### src/rtl/trap_ctrl.sv
// trap_ctrl: machine-mode trap controller downstream of the trap stage.
// Owns mstatus (MIE/MPIE), mtvec, mscratch, mepc and mcause, sequences the
// pipeline flush and PC redirect for traps and MRET, and reports the
// interrupt-enable and vector configuration back to the trap stage.
//
// Ports:
//   CLK, RST            clock, synchronous active-high reset
//   MEM_WAIT            global stall, freezes every register
//   TRAP_EN/PC/CODE/JMP_TO  trap request, faulting PC, cause, handler address
//   MRET_EN             MRET retiring this cycle
//   CSR_WREN/WADDR/WDATA    CSR write port
//   CSR_RADDR/RDATA     CSR read port, data registered one cycle later
//   FLUSH, JMP_EN, JMP_PC   flush strobe and PC redirect
//   INT_ALLOW           interrupts may be taken
//   TRAP_VEC_MODE/BASE  mtvec mode and aligned base
//
// state  | meaning
// IDLE   | accepting trap, MRET and CSR writes
// FLUSH  | FLUSH asserted for one cycle
// JUMP   | JMP_EN asserted, held through MEM_WAIT
// SETTLE | one dead cycle before returning to IDLE
module trap_ctrl #(
  parameter logic [31:0] RESET_VEC_BASE = 32'h0
) (
  input  logic        CLK,
  input  logic        RST,
  input  logic        MEM_WAIT,
  input  logic        TRAP_EN,
  input  logic [31:0] TRAP_PC,
  input  logic [31:0] TRAP_CODE,
  input  logic [31:0] TRAP_JMP_TO,
  input  logic        MRET_EN,
  input  logic        CSR_WREN,
  input  logic [11:0] CSR_WADDR,
  input  logic [31:0] CSR_WDATA,
  input  logic [11:0] CSR_RADDR,
  output logic [31:0] CSR_RDATA,
  output logic        FLUSH,
  output logic        JMP_EN,
  output logic [31:0] JMP_PC,
  output logic        INT_ALLOW,
  output logic [1:0]  TRAP_VEC_MODE,
  output logic [31:0] TRAP_VEC_BASE
);

  localparam logic [1:0] ST_IDLE   = 2'd0;
  localparam logic [1:0] ST_FLUSH  = 2'd1;
  localparam logic [1:0] ST_JUMP   = 2'd2;
  localparam logic [1:0] ST_SETTLE = 2'd3;

  localparam logic [11:0] A_MSTATUS  = 12'h300;
  localparam logic [11:0] A_MTVEC    = 12'h305;
  localparam logic [11:0] A_MSCRATCH = 12'h340;
  localparam logic [11:0] A_MEPC     = 12'h341;
  localparam logic [11:0] A_MCAUSE   = 12'h342;

  logic [1:0]  state;
  logic        mie;
  logic        mpie;
  logic [31:0] mtvec;
  logic [31:0] mscratch;
  logic [31:0] mepc;
  logic [31:0] mcause;
  logic [31:0] target;
  logic [31:0] rdata_reg;
  logic [31:0] rd_mux;

  // The low PC bits are always discarded when saving mepc.
  logic unused_pc_lsbs;
  assign unused_pc_lsbs = ^TRAP_PC[1:0];

  always_comb begin
    rd_mux = 32'h0;
    case (CSR_RADDR)
      A_MSTATUS:  rd_mux = {19'b0, 2'b11, 3'b0, mpie, 3'b0, mie, 3'b0};
      A_MTVEC:    rd_mux = mtvec;
      A_MSCRATCH: rd_mux = mscratch;
      A_MEPC:     rd_mux = mepc;
      A_MCAUSE:   rd_mux = mcause;
      default:    rd_mux = 32'h0;
    endcase
  end

  always_ff @(posedge CLK) begin
    if (RST) begin
      state     <= ST_IDLE;
      mie       <= 1'b0;
      mpie      <= 1'b0;
      mtvec     <= {RESET_VEC_BASE[31:2], 2'b00};
      mscratch  <= 32'h0;
      mepc      <= 32'h0;
      mcause    <= 32'h0;
      target    <= 32'h0;
      rdata_reg <= 32'h0;
    end else if (!MEM_WAIT) begin
      rdata_reg <= rd_mux;
      case (state)
        ST_IDLE: begin
          if (TRAP_EN) begin
            mepc   <= {TRAP_PC[31:2], 2'b00};
            mcause <= TRAP_CODE;
            mpie   <= mie;
            mie    <= 1'b0;
            target <= TRAP_JMP_TO;
            state  <= ST_FLUSH;
          end else if (MRET_EN) begin
            mie    <= mpie;
            mpie   <= 1'b1;
            target <= mepc;
            state  <= ST_FLUSH;
          end else if (CSR_WREN) begin
            case (CSR_WADDR)
              A_MSTATUS: begin
                mie  <= CSR_WDATA[3];
                mpie <= CSR_WDATA[7];
              end
              A_MTVEC:    mtvec    <= CSR_WDATA;
              A_MSCRATCH: mscratch <= CSR_WDATA;
              A_MEPC:     mepc     <= {CSR_WDATA[31:2], 2'b00};
              A_MCAUSE:   mcause   <= CSR_WDATA;
              default: ;
            endcase
          end
        end
        ST_FLUSH:  state <= ST_JUMP;
        ST_JUMP:   state <= ST_SETTLE;
        ST_SETTLE: state <= ST_IDLE;
        default:   state <= ST_IDLE;
      endcase
    end
  end

  assign CSR_RDATA     = rdata_reg;
  assign FLUSH         = (state == ST_FLUSH);
  assign JMP_EN        = (state == ST_JUMP);
  assign JMP_PC        = JMP_EN ? target : 32'h0;
  assign INT_ALLOW     = mie && (state == ST_IDLE);
  assign TRAP_VEC_MODE = mtvec[1:0];
  assign TRAP_VEC_BASE = {mtvec[31:2], 2'b00};

endmodule

### config.mk
export PLATFORM = sky130hd
export DESIGN_NAME = trap_ctrl
export DESIGN_NICKNAME = d
export VERILOG_FILES = /design/src/rtl/trap_ctrl.sv
export SDC_FILE = /design/constraint.sdc
export NUM_CORES = 1
export LEC_CHECK = 0
export CORE_ASPECT_RATIO = 1.2
export CORE_MARGIN = 1
export CORE_UTILIZATION = 64
export DETAILED_ROUTE_END_ITERATION = 12
export DONT_BUFFER_PORTS = 1
export PLACE_DENSITY = 0.8
export SYNTH_ARGS = -nofsm -noshare
export SYNTH_HDL_FRONTEND = slang
export SYNTH_SLANG_ARGS = --single-unit
### constraint.sdc
create_clock -name CLK -period 7.72 [get_ports CLK]
set_input_delay 2.316 -clock CLK [delete_from_list [all_inputs] [get_ports CLK]]
set_output_delay 2.316 -clock CLK [all_outputs]
set_load 0.02 [all_outputs]
-- Word level (Yosys, flattened, before mapping)
Cells that the tools add are included.
- bits in registers: 196
- bits in latches: 0
- memory bits (writable): 0
- memory bits (read-only): 0
- memories: 0
- add/subtract/negate cells: 0
- multiply operators: 0
- div/mod/pow operators: 0
- order comparisons: 0
- eq/ne operators: 15
- shifts and indexed selects: 0
- multiplexer cells: 23
- bitwise logic cells: 3
- reduce and logical (&&, ||, !) cells: 15
- operators by type and width (operator ; count):
    32-bit two-way mux ; 11
    32-bit case mux with 5 select lines ; 1
    12-bit by 10-bit equality test with 1-bit output (second input constant) ; 10
    6-bit AND reduction ; 2
    5-bit AND reduction ; 2
    1-bit two-way mux ; 8
    2-bit case mux with 4 select lines ; 1
    2-bit nonzero test ; 4
    3-bit nonzero test ; 2
    2-bit equality test (second input constant) ; 2
    2-bit two-way mux ; 2
    4-bit AND reduction ; 1
    3-bit != test (second input constant) ; 1
    1-bit NOT ; 3
    3-bit AND reduction ; 1
    2-bit by 1-bit equality test with 1-bit output (second input constant) ; 1
    2-bit zero test ; 1
    2-bit != test (second input constant) ; 1
    2-bit AND reduction ; 1
    1-bit logical AND ; 1

-- Depth between registers and ports, before layout
- depth after elaboration: 5
- gate-level depth with buffers: 8

-- Worst setup path after synthesis
Ideal clock, no wire load.
- path kind: input-to-reg
- start: input CSR_RADDR[3]
- end: register rdata_reg[30], in the netlist CSR_RDATA[30]
- library setup time: 0.073 ns
- data arrival time: 4.001 ns
- slack: 3.646 ns
- stages: 6
- path buffers: 2
- cells stage by stage: or4_4 > or4_4 > or3_1 > buf_2 > buf_6 > o211ai_2
- longest elaborated chain between the ends: 2
- elaborated cells between the ends (all ways): 6
- those cells by class: eq/ne (5); mux (1)
- RTL lines (what ; RTL line ; source):
    start: declaration ; 36 ; input logic [11:0] CSR_RADDR,
    12-bit by 10-bit equality test with 1-bit output ; 74 ; case (CSR_RADDR)
    32-bit case mux with 5 select lines * ; 74 ;
    end signal: assignment ; 96 ; rdata_reg <= rd_mux;
    end: declaration ; 65 ; logic [31:0] rdata_reg;
Mark *: on every way between the ends. The rest lies on a longest branch, timed or not.
A chain may end at the register's enable or synchronous reset.

-- Final worst setup path
- start: input CSR_WADDR[5]
- end: register mcause[29]
- longest elaborated chain between the ends: 3
- RTL lines (what ; RTL line ; source):
    start: declaration ; 34 ; input logic [11:0] CSR_WADDR,
    12-bit by 10-bit equality test with 1-bit output ; 112 ; case (CSR_WADDR)
    2-bit nonzero test (no line) ; - ;
    5-bit AND reduction (no line) ; - ;
    end signal: assignment ; 92 ; mcause <= 32'h0;
    end signal: assignment ; 101 ; mcause <= TRAP_CODE;
    end signal: assignment ; 120 ; A_MCAUSE: mcause <= CSR_WDATA;
    end: declaration ; 63 ; logic [31:0] mcause;
No other way between the ends.

==> impl_metrics.csv <==
group,metric,value,unit
logic_synthesis,synth_xor_area_share,0.0975,%
routing,drtPass1Iterations,7,
global_route,grt_overflow_total,0,
sta,clock_skew,7.08,ps
logic_synthesis,ys_seq_elements,194,
final_layout,antenna_cells,0,
power,peakVddDrop,164,uV
logic_synthesis,ys_warn_count,0,
placement,detailedPlace.worstSlack,3020,ps
sta,rsz0062_at_grt,"no",
floorplanning,row_count,47,
logic_synthesis,synth_top_family_by_area,"compound AO/OA/AOI/OAI gates",
routing,drc,0,
worst_setup_path,cp_cell_sequence,"nor3_1, o211ai_1, or4_1, buf_4, a221oi_1",
floorplanning,die_w,110,um
sta,setup_viol,0,
logic_synthesis,synthAdderAreaFrac,0.418,%
logic_synthesis,synth_area,8980,um^2
logic_synthesis,yosys-top-cells-area,"dfxtp_1 43%, mux2i_1 7.2%, a21oi_1 5.5%, a22oi_1 4.7%, o21ai_0 4.3%",
logic_synthesis,yosysTopAreaCell,"dfxtp_1",
clocking,h-tree-depth,4,
worst_setup_path,cp_max_fo,18,
floorplanning,die_area,14500,um^2
hold_path,hold_class,"reg -> reg",
clocking,cts-buffers-inserted,17,
clocking,clockRootBuffer,"clkbuf_16",
clocking,cts_tree,"yes",
global_route,grt_pass1_vias,7435,
flow_run,maxCapViolations,0,
final_layout,finalNetCount,1111,
logic_synthesis,synthMuxAreaShare,7.62,%
logic_synthesis,yosysSeqAreaShare,43.2,%
power,power_leakage,0.00340,uW
worst_setup_path,worst_setup_path_start_kind,"primary input",
worst_setup_path,crit_arrival,4690,ps
logic_synthesis,netlist_instances,1023,
power,powerDensity,228,nW/um^2
logic_synthesis,ys_types,53,
floorplanning,boundaryPins,259,
clocking,clk_pin_slew,60,ps
logic_synthesis,ys.flop_type,"dfxtp_1",
routing,dr.first_iter.drc_count,1029,
logic_synthesis,ys_async_sr_fraction,0,%
global_route,grt_start_max_net_pins,167,
worst_setup_path,path_class,"in -> reg",
sta,maxSlewViolCount,0,
worst_setup_path,cp.required,8050,ps
run_status,status,"finished clean",
routing,drtAntennaViolNets,0,
logic_synthesis,synth_edf_count,0,
clocking,clock_latency,440,ps
worst_setup_path,critPathMaxStageDelay,820,ps
logic_synthesis,synth-simple-area-share,13.2,%
routing,viasPerCell,7.27,
clocking,clk_path_buf_depth,2,
floorplanning,core_region_area,13800,um^2
sta,timing.fmax,0.229,GHz
final_layout,final_common_cell,"dfxtp_1",
final_layout,layout_common_cells,"194 x dfxtp_1, 98 x a21oi_1, 77 x o21ai_0",
placement,hpwl,18500,um
sta,fin_crit_sh,56.5,%
placement,io_buffers,0,
worst_setup_path,critPathCaptureType,"register",
routing,vias,8239,
final_layout,syn_to_final_growth,6.37,%
clocking,ctsHoldBuffers,0,
sta,hold_violations,0,
clocking,postCtsSetupBuffers,0,
global_route,grt_usage,38.6,%
sta,finalWorstSetupSlack,3360,ps
sta,tightest_slew,1310,ps
worst_setup_path,cp_num_buf_inv,1,
worst_setup_path,critPathTopFamily,"simple AND/OR/NAND/NOR gates",
final_layout,layout-drive-gt1-share,10.2,%
sta,worst_slew_margin_rel,12.9,%
floorplanning,die-height,132,um
power,finalPower,2180,uW
logic_synthesis,synth-compound-area-share,28.9,%
floorplanning,start_util,65.3,%
sta,tns,0,ps
logic_synthesis,syn_area_per_cell,8.78,um^2
logic_synthesis,yosys.area.top_type_share,43.2,%
worst_setup_path,slowest_stage,"or4_1",
global_route,grt_pass1_wl,42600,um
clocking,clock_sinks,194,
global_route,antenna_found_initial,0,
routing,post_drt_wl_per_cell,25.1,um
clocking,cts_resized,0,
placement,gp_congestion,0.882,
routing,wirelength,28500,um
sta,layout_min_cycle_time,4360,ps
==> report_power, final <==
part	switching, uW	leakage, uW	internal (uW)	total [uW]
clock	386	0.000286	529	915
combinational	103	0.00154	79.1	183
sequential	33.2	0.00158	1050	1080
==> metal layers <==
layer	GRT usage [%]	routed length [um]
met5	0	0
met4	15.1	929
met3	10.1	3650
met2	59.9	13000
met1	51.1	10900
==> cell type report <==
cell class,instances,area (um^2)
clock buffer,21,460
clock inverter,11,151
fill,1158,4210
inverter,35,131
multi-input combinational,684,4580
sequential,194,3880
tap,171,214
timing repair buffer,18,135
==> path summary, 6_finish.rpt <==
| path | startpoint | endpoint | slack (ps) | cells past startpoint |
|---|---|---|---|---|
| worst max-delay path | CSR_WADDR[5] | mcause[29] | 3360 | 5 |
| worst min-delay path | mscratch[13] | mscratch[13] | 480 | 2 |
| worst max register to register | state[0] | mcause[29] | 4840 | 7 |
| worst min register to register | mscratch[13] | mscratch[13] | 480 | 2 |
==> synthesized netlist by cell type, types with 2 or more instances <==
cell type,n
nor2b_1,9
o21ai_1,20
and3_1,2
or3_1,3
mux2i_1,65
ha_1,3
a221oi_1,34
and2_1,37
o21ai_0,77
buf_6,2
nand4_1,4
inv_1,35
and3b_1,2
a22oi_1,56
or3b_2,2
nor3b_1,2
nor2_1,69
clkbuf_1,89
nand2_1,10
mux2_2,3
buf_1,9
nand3_1,68
or4_4,2
nor3_1,5
dfxtp_1,194
buf_2,9
buf_4,2
a211oi_1,30
nor4b_1,2
or4_1,2
o221a_2,30
a22o_1,28
a21oi_1,98
==> stage by stage <==
stage,area (um^2),utilization [%],instances,hold slack (ps)
6_report,9550,69.4,1134,476
5_1_grt,9550,69.4,1134,488
4_1_cts,9550,69.4,1134,469
3_5_place_dp,8940,65.0,1102,460
3_3_place_gp,8940,65.0,1102,451
2_1_floorplan,8980,-,1024,447
==> cell families after synthesis <==
family	count (synthesis)
adder cells (fa/ha/maj)	3
buffers and inverters	146
multiplexers	68
other	1
AND/OR/NAND/NOR	227
AO/OA/AOI/OAI	383
XOR/XNOR	1
flip-flops	194
==> tightest hold or removal path, delay by kind of cell, from the launching register on <==
family / cells / cell delay, ps
AOI/OAI and AO/OA: 2 / 130
DFF: 1 / 310
==> registers in the layout, summed over array words and instances (netlist names) <==
| register | flops |
|---|---|
| mscratch | 32 |
| mepc | 30 |
| CSR_RDATA | 32 |
| mie | 1 |
| mpie | 1 |
| mcause | 32 |
| target | 32 |
| mtvec | 32 |
| state | 2 |
Power figures use the tool's default switching activity.
